$ cat config.mk
export PLATFORM = sky130hd
export DESIGN_NAME = divider_controller
export DESIGN_NICKNAME = d
export VERILOG_FILES = /design/src/rtl/div_ctrl_pkg.sv /design/src/rtl/div_iter_counter.sv /design/src/rtl/divider_controller.sv
export SDC_FILE = /design/constraint.sdc
export NUM_CORES = 1
export LEC_CHECK = 0
export ABC_AREA = 1
export CORE_MARGIN = 5
export CORE_UTILIZATION = 30
export DETAILED_ROUTE_END_ITERATION = 8
export GPL_ROUTABILITY_DRIVEN = 0
export HOLD_SLACK_MARGIN = 0.05
export PLACE_DENSITY = 0.77
export SLEW_MARGIN = 40
export SYNTH_ARGS = -nofsm -noshare
export SYNTH_HDL_FRONTEND = slang
export SYNTH_SLANG_ARGS = --single-unit
$ cat constraint.sdc
create_clock -name clk -period 1.8 [get_ports clk]
set_clock_uncertainty 0.1 [all_clocks]
set_input_delay 0.36 -clock clk [delete_from_list [all_inputs] [get_ports clk]]
set_output_delay 0.36 -clock clk [all_outputs]
set_load 0.01 [all_outputs]
$ cat src/rtl/div_ctrl_pkg.sv
// div_ctrl_pkg
//   Shared types and constants for the shift-subtract divider sequencer.
//   - div_state_e : controller state encoding (IDLE/LOAD/RUN/DONE)
//   - DIV_WIDTH   : default operand width (iteration count)
//   - DIV_CNT_W   : default iteration counter width (2**DIV_CNT_W > DIV_WIDTH)
//   - DIV_TERM    : terminal iteration index, DIV_WIDTH-1
package div_ctrl_pkg;

   localparam int unsigned DIV_WIDTH = 32;
   localparam int unsigned DIV_CNT_W = 6;
   localparam int unsigned DIV_TERM  = DIV_WIDTH - 1;

   typedef enum logic [1:0] {
      S_IDLE = 2'd0,
      S_LOAD = 2'd1,
      S_RUN  = 2'd2,
      S_DONE = 2'd3
   } div_state_e;

endpackage

$ cat src/rtl/div_iter_counter.sv
// div_iter_counter
//   Iteration counter for the divider sequencer.
//   Ports:
//     clk_i      : clock, rising edge
//     rst_i      : synchronous active-high reset, count -> 0
//     clear_i    : load count with 0 (priority over enable)
//     enable_i   : advance count by one per cycle
//     count_o    : current iteration index
//     terminal_o : count_o == WIDTH-1
//   The count saturates at WIDTH-1 so it holds the last index after a run.
module div_iter_counter
   import div_ctrl_pkg::*;
#(
   parameter int unsigned WIDTH = DIV_WIDTH,
   parameter int unsigned CNT_W = DIV_CNT_W
) (
   input  logic             clk_i,
   input  logic             rst_i,
   input  logic             clear_i,
   input  logic             enable_i,
   output logic [CNT_W-1:0] count_o,
   output logic             terminal_o
);

   localparam logic [CNT_W-1:0] TERM = CNT_W'(WIDTH - 1);

   logic [CNT_W-1:0] count_q;
   logic [CNT_W-1:0] count_d;

   assign terminal_o = (count_q == TERM);
   assign count_o    = count_q;

   always_comb begin
      count_d = count_q;
      if (clear_i) begin
         count_d = '0;
      end else if (enable_i && !terminal_o) begin
         count_d = count_q + 1'b1;
      end
   end

   always_ff @(posedge clk_i) begin
      if (rst_i) begin
         count_q <= '0;
      end else begin
         count_q <= count_d;
      end
   end

endmodule

$ cat src/rtl/divider_controller.sv
// divider_controller
//   Sequencing FSM for the multi-cycle shift-subtract divider.
//   IDLE -> LOAD (one div_rst strobe) -> RUN (WIDTH div_run cycles) -> DONE
//   (one-cycle done pulse) -> IDLE. start is only sampled in IDLE.
//   Ports:
//     clk     : clock, rising edge
//     rst     : synchronous active-high reset
//     start   : division request (IDLE only)
//     divisor : divisor operand, used only for the zero check
//     busy    : high in LOAD, RUN and DONE
//     done    : one-cycle completion pulse
//     div_rst : reset/load strobe to the datapath (also high during rst)
//     div_run : iteration enable to the Remainder register
//     iter    : current iteration index
//     dz_err  : divide-by-zero flag (only with DIVZERO_CHECK_EN)
//   Build option: define DIVZERO_CHECK_EN to short-circuit a zero divisor
//   straight from IDLE to DONE with dz_err set.
module divider_controller
   import div_ctrl_pkg::*;
#(
   parameter int unsigned WIDTH = DIV_WIDTH,
   parameter int unsigned CNT_W = DIV_CNT_W
) (
   input  logic             clk,
   input  logic             rst,
   input  logic             start,
   input  logic [WIDTH-1:0] divisor,
   output logic             busy,
   output logic             done,
   output logic             div_rst,
   output logic             div_run,
   output logic [CNT_W-1:0] iter
`ifdef DIVZERO_CHECK_EN
   ,
   output logic             dz_err
`endif
);

   div_state_e state_q;
   div_state_e state_d;
   logic       terminal;
   logic       div_zero;

`ifdef DIVZERO_CHECK_EN
   logic dz_q;
   logic dz_d;

   assign div_zero = (divisor == '0);
   assign dz_err   = dz_q;
`else
   logic unused_divisor;

   assign div_zero       = 1'b0;
   assign unused_divisor = ^divisor;
`endif

   div_iter_counter #(
      .WIDTH (WIDTH),
      .CNT_W (CNT_W)
   ) u_iter_counter (
      .clk_i      (clk),
      .rst_i      (rst),
      .clear_i    (state_q == S_LOAD),
      .enable_i   (state_q == S_RUN),
      .count_o    (iter),
      .terminal_o (terminal)
   );

   always_comb begin
      state_d = state_q;
      unique case (state_q)
         S_IDLE: begin
            if (start) begin
               state_d = div_zero ? S_DONE : S_LOAD;
            end
         end
         S_LOAD: state_d = S_RUN;
         S_RUN: begin
            if (terminal) begin
               state_d = S_DONE;
            end
         end
         S_DONE: state_d = S_IDLE;
         default: state_d = S_IDLE;
      endcase
   end

`ifdef DIVZERO_CHECK_EN
   // Flag is registered on the accept edge so it lines up with the DONE cycle.
   always_comb begin
      dz_d = 1'b0;
      if (state_q == S_IDLE && start && div_zero) begin
         dz_d = 1'b1;
      end
   end

   always_ff @(posedge clk) begin
      if (rst) begin
         dz_q <= 1'b0;
      end else begin
         dz_q <= dz_d;
      end
   end
`endif

   always_ff @(posedge clk) begin
      if (rst) begin
         state_q <= S_IDLE;
      end else begin
         state_q <= state_d;
      end
   end

   assign busy    = (state_q != S_IDLE);
   assign done    = (state_q == S_DONE);
   assign div_run = (state_q == S_RUN);
   assign div_rst = rst | (state_q == S_LOAD);

endmodule

=== After elaboration in Yosys (flattened, before gate mapping) ===
Cells that the tools add are included.

* Equal/unequal tests: 6
* Reduce and logical (&&, ||, !) cells: 6
* Bitwise gates (word level): 1
* Multiplexer cells: 3
* Add/sub/neg operators: 1

{| class="wikitable"
|+ Operator list
! cell !! number
|-
| $pmux 2 s4 || 1
|-
| $add 6x1->6 const B || 1
|-
| $eq 6x5->1 const B || 1
|-
| $eq 2x2->1 const B || 2
|-
| $mux 2 || 2
|-
| $ne 2x2->1 const B || 2
|-
| $eq 2x1->1 const B || 1
|-
| $logic_not 2->1 || 1
|-
| $reduce_and 2->1 || 1
|-
| $reduce_bool 2->1 || 1
|-
| $reduce_or 2->1 || 1
|-
| $logic_and 1x1->1 || 1
|-
| $logic_not 1->1 || 1
|-
| $or 1x1->1 || 1
|}

* Input port bits: 35
* Word-level logic and storage cells: 19
* Output and inout port bits: 10
* Register bits: 8

=== Depth between registers and ports, before layout ===
* Word-level depth: 3
* Mapped depth: 8
* Depth with buffers taken out: 8

=== Modules after synthesis ===
From an unflattened synthesis, not the netlist that was laid out.

* Cells, all modules: 75
* Area total of the unflattened synthesis: 535.5 um^2

{| class="wikitable"
|+ Modules (own cells, without submodules)
! module !! times used !! area an instance (um^2) !! cells an instance !! sequential area each (um^2)
|-
| div_iter_counter || 1 || 350.3 || 49 || 120.1
|-
| divider_controller || 1 || 185.2 || 26 || 40.0
|}

=== Least setup slack after synthesis ===
OpenSTA, ideal clock, no wires.

* Kind: register to register
* From: register state_q[0]
* To: register u_iter_counter.count_q[0] (netlist: u_iter_counter.count_o[0])
* Data required time: 1.587 ns
* Arrival time: 1.171 ns
* Cell stages (with the launch flop): 7
* Setup time: 0.113 ns
* Clock period less this slack: 1.383 ns
* Setup slack: 0.417 ns
* Cell sequence: dfxtp_1 -> inv_1 -> ha_1 -> a21boi_2 -> nand2_1 -> nand2_1 -> nor2_1

* Longest elaborated chain between the ends: 2
* Elaborated cells between the ends (all ways): 4
* Those cells by class: 2 x eq/ne; 2 x reduce/logical

{| class="wikitable"
|+ Ends and longest elaborated chain
! what !! RTL line !! source
|-
| start: declaration || divider_controller.sv:39 || <nowiki>div_state_e state_q;</nowiki>
|-
| start signal: assignment || divider_controller.sv:110 || <nowiki>state_q <= state_d;</nowiki>
|-
| $eq 2x2->1 || -- ||
|-
| net div_run || divider_controller.sv:31 || <nowiki>output logic div_run,</nowiki>
|-
| $logic_and 1x1->1 || div_iter_counter.sv:37 || <nowiki>end else if (enable_i && !terminal_o) begin</nowiki>
|-
| end signal: assignment || div_iter_counter.sv:46 || <nowiki>count_q <= count_d;</nowiki>
|-
| end: declaration || div_iter_counter.sv:27 || <nowiki>logic [CNT_W-1:0] count_q;</nowiki>
|}

The timed path passes the listed nets, and every way through them passes these cells.
A chain may end at the register's enable or synchronous reset.

=== Worst setup path in the final report ===
* From: input rst
* To: output div_rst

* Longest elaborated chain between the ends: 1

{| class="wikitable"
|+ Ends and longest elaborated chain
! what !! RTL line !! source
|-
| start: declaration || divider_controller.sv:25 || <nowiki>input logic rst,</nowiki>
|-
| $or 1x1->1 || divider_controller.sv:117 || <nowiki>assign div_rst = rst | (state_q == S_LOAD);</nowiki>
|-
| end: declaration || divider_controller.sv:30 || <nowiki>output logic div_rst,</nowiki>
|}

Every way passes these cells.

==> results.md <==
- Cell variety after synth: 16
- Htree depth: 1
- Post-synth EDFFs: 0
- Largest net degree at the start of global routing: 8
- Mean Syn Cell Area: 7.096 um2
- Synthesized instance count: 73
- Worst Setup Start Kind: input pin
- #FFs+latches synth: 8
- Routed wire length: 1103 um
- Starting Density: 30.67%
- Layout Cells excl Fill: 111
- Status: finished, final reports clean
- Mapped Nets: 114
- Crit path time final: 1.749 ns
- Critical-path cell list: clkdlybuf4s50_1 > nor2_2 > inv_1 > dlygate4sd2_1
- Fillers: 172
- Max cap viols: 0
- DR DRC count: 0
- Register area share after synthesis: 30.92%
- LEAKAGE: 0.0003478 uW
- Final nets: 137
- Via density: 4.495
- Die area: 2658 um2
- Via count: 499
- Warnings from Yosys: 0
- Synthesized cell area: 518.0 um2
- Antenna violations before repair: 0
- WHS Path Cells: 2
- Unrepaired setup endpoints after global routing: false
- Starting DRT DRC Count: 8
- Slew Limit Fails: 0
- Diodes inserted: 0
- Core Box Area: 1689 um2
- DPL Wire Length: 902.3 um
- DRT Pass-1 Iters: 4
- Die X: 51.56 um
- Slew Limit Headroom: 84.30%
- Root Buffer: clkbuf_4
- IO Pins: 45
- Global-route wire length before repair: 1842 um
- Hold WC Path Type: register to register
- Maximum VDD drop: 291.7 uV
- WP data arrival: 1.29 ns
- Total global-route track usage: 9.206%
- Top FF cell, synth: dfxtp_1
- Routed Antenna Nets: 0
- Max FO, Critical Path: 2
- Die Y: 51.56 um
- Fmax: 571.6 MHz
- WHS: 0.4118 ns
- Port bufs: 12
- Layout cells sized above 1: 19.15%
- CTS Buf Count: 3
- Final Hold Viols: 0
- Worst-path clk slew: 0.05 ns
- CP max-delay cell: clkdlybuf4s50_1
- Final Setup Violations: 0
- Total clock sinks: 8
- Worst EP required: 1.34 ns
- Area growth syn-to-layout: 39.86%
- Placed Cells: 107
- Hold Buf Count CTS: 0
- Kind of critical path: input pin to primary output
- Worst-Skew Late Latency: 0.25 ns
- Vias in the first global route: 481
- Async S/R FF share, synth: 0%
- R2r worst-path depth: 8
- CTS tree: built
- Final worst path period share: 97.19%
- GRT overflow: 0
- WL per Instance: 9.937 um
- CP Capture Type: primary output
- Power Total: 788.8 uW
- Clock buffer depth: 2
- Cell Rows: 15
- Delay of the slowest critical-path stage: 0.44 ns
- Tightest Pin Transition: 0.2342 ns
- P per Cell Area: 1089 nW/um2
[cell usage after synthesis, types with 2 or more instances]
library cell	number	area [um2]
dfxtp_1	8	160.2
ha_1	6	75.07
nand2_1	18	67.56
nand3_1	4	20.02
inv_1	11	41.29
o21ai_0	2	10.01
nand4_1	2	12.51
nor2_1	9	33.78
a21oi_1	5	25.02
nand2_4	2	22.52
[placed cells by master (no fill, tap or decap), types with 2 or more instances in the layout]
cell / count
nor2_1: 8
nand4_1: 2
inv_1: 10
nor2_2: 2
dlygate4sd2_1: 4
clkbuf_4: 3
clkdlybuf4s50_1: 8
buf_4: 6
dfxtp_1: 8
nand2_4: 2
o21ai_0: 2
nand3_1: 4
a21oi_1: 5
nand2_1: 18
ha_1: 6
[layer usage]
metal	global-route usage, %	wire, um	vias to the layer above
met5	0	0	-
met4	5.240	20	0
met3	2.579	38	4
met2	16.74	558	10
met1	9.298	486	215
li1	-	-	270
[cell families (layout without fill, tap and decap cells)]
kind of cell             count (synthesis)  after routing  share of synthesized area [%]
AND/OR/NAND/NOR                         39             39                          35.99
buffers and inverters                   11             32                          7.971
AO/OA/AOI/OAI                            8              8                          8.936
flip-flops                               8              8                          30.92
adder cells (fa/ha/maj)                  6              6                          14.49
XOR/XNOR                                 1              1                          1.691
[critical path, delay by kind of cell]
| kind | cells | cell delay (ns) |
|---|---|---|
| and+or+nand+nor | 1 | 0.14 |
| buffers and inverters | 3 | 0.79 |
[timing repair]
item,4_1_cts,5_1_grt
setup endpoints to repair,4,1
setup buffers,0,1
resized for setup,5,1
pin swaps,0,1
[report_power, final]
group | leakage (uW) | internal, uW | switching (uW) | total [uW]
clock network | 0.0000138 | 76.1 | 58.4 | 135
registers | 0.0000652 | 212 | 34.5 | 247
logic | 0.000269 | 194 | 214 | 408
total | 0.000348 | 482 | 307 | 789
[path summary, 6_finish.rpt]
path                            slack (ns)                       from                        end
worst max-delay path                  0.05                        rst                    div_rst
worst min-delay path                  0.41  u_iter_counter.count_o[4]  u_iter_counter.count_o[4]
worst max register to register        0.35  u_iter_counter.count_o[0]                 state_q[1]
worst min register to register        0.41  u_iter_counter.count_o[4]  u_iter_counter.count_o[4]
[final cells by class]
cell class / instances / area, um2 / area share (%)
Tap cell: 17 / 21.27 / 2.936
Timing Repair Buffer: 18 / 160.2 / 22.11
Sequential cell: 8 / 160.2 / 22.11
Clock buffer: 3 / 22.52 / 3.109
Multi-Input combinational cell: 54 / 319.1 / 44.04
Inverter: 11 / 41.29 / 5.699
[registers in the layout, indices dropped and copies added (netlist names)]
name                    cells
state_q                     2
u_iter_counter.count_o      6
[metrics by stage]
| stage | worst slack (ns) | area, um2 | utilization, % | setup TNS, ns |
|---|---|---|---|---|
| detailed placement | -0.1843 | 696.9 | 41.26 | -0.1843 |
| floorplan | 0.4165 | 518.0 | - | 0 |
| global route | 0.005841 | 724.4 | 42.89 | 0 |
| CTS | 0.01557 | 716.9 | 42.44 | 0 |
| global placement | -0.1755 | 696.9 | 41.26 | -0.1755 |
| finish | 0.05064 | 724.4 | 42.89 | 0 |
Note: power is estimated with default switching activity, not from simulation.
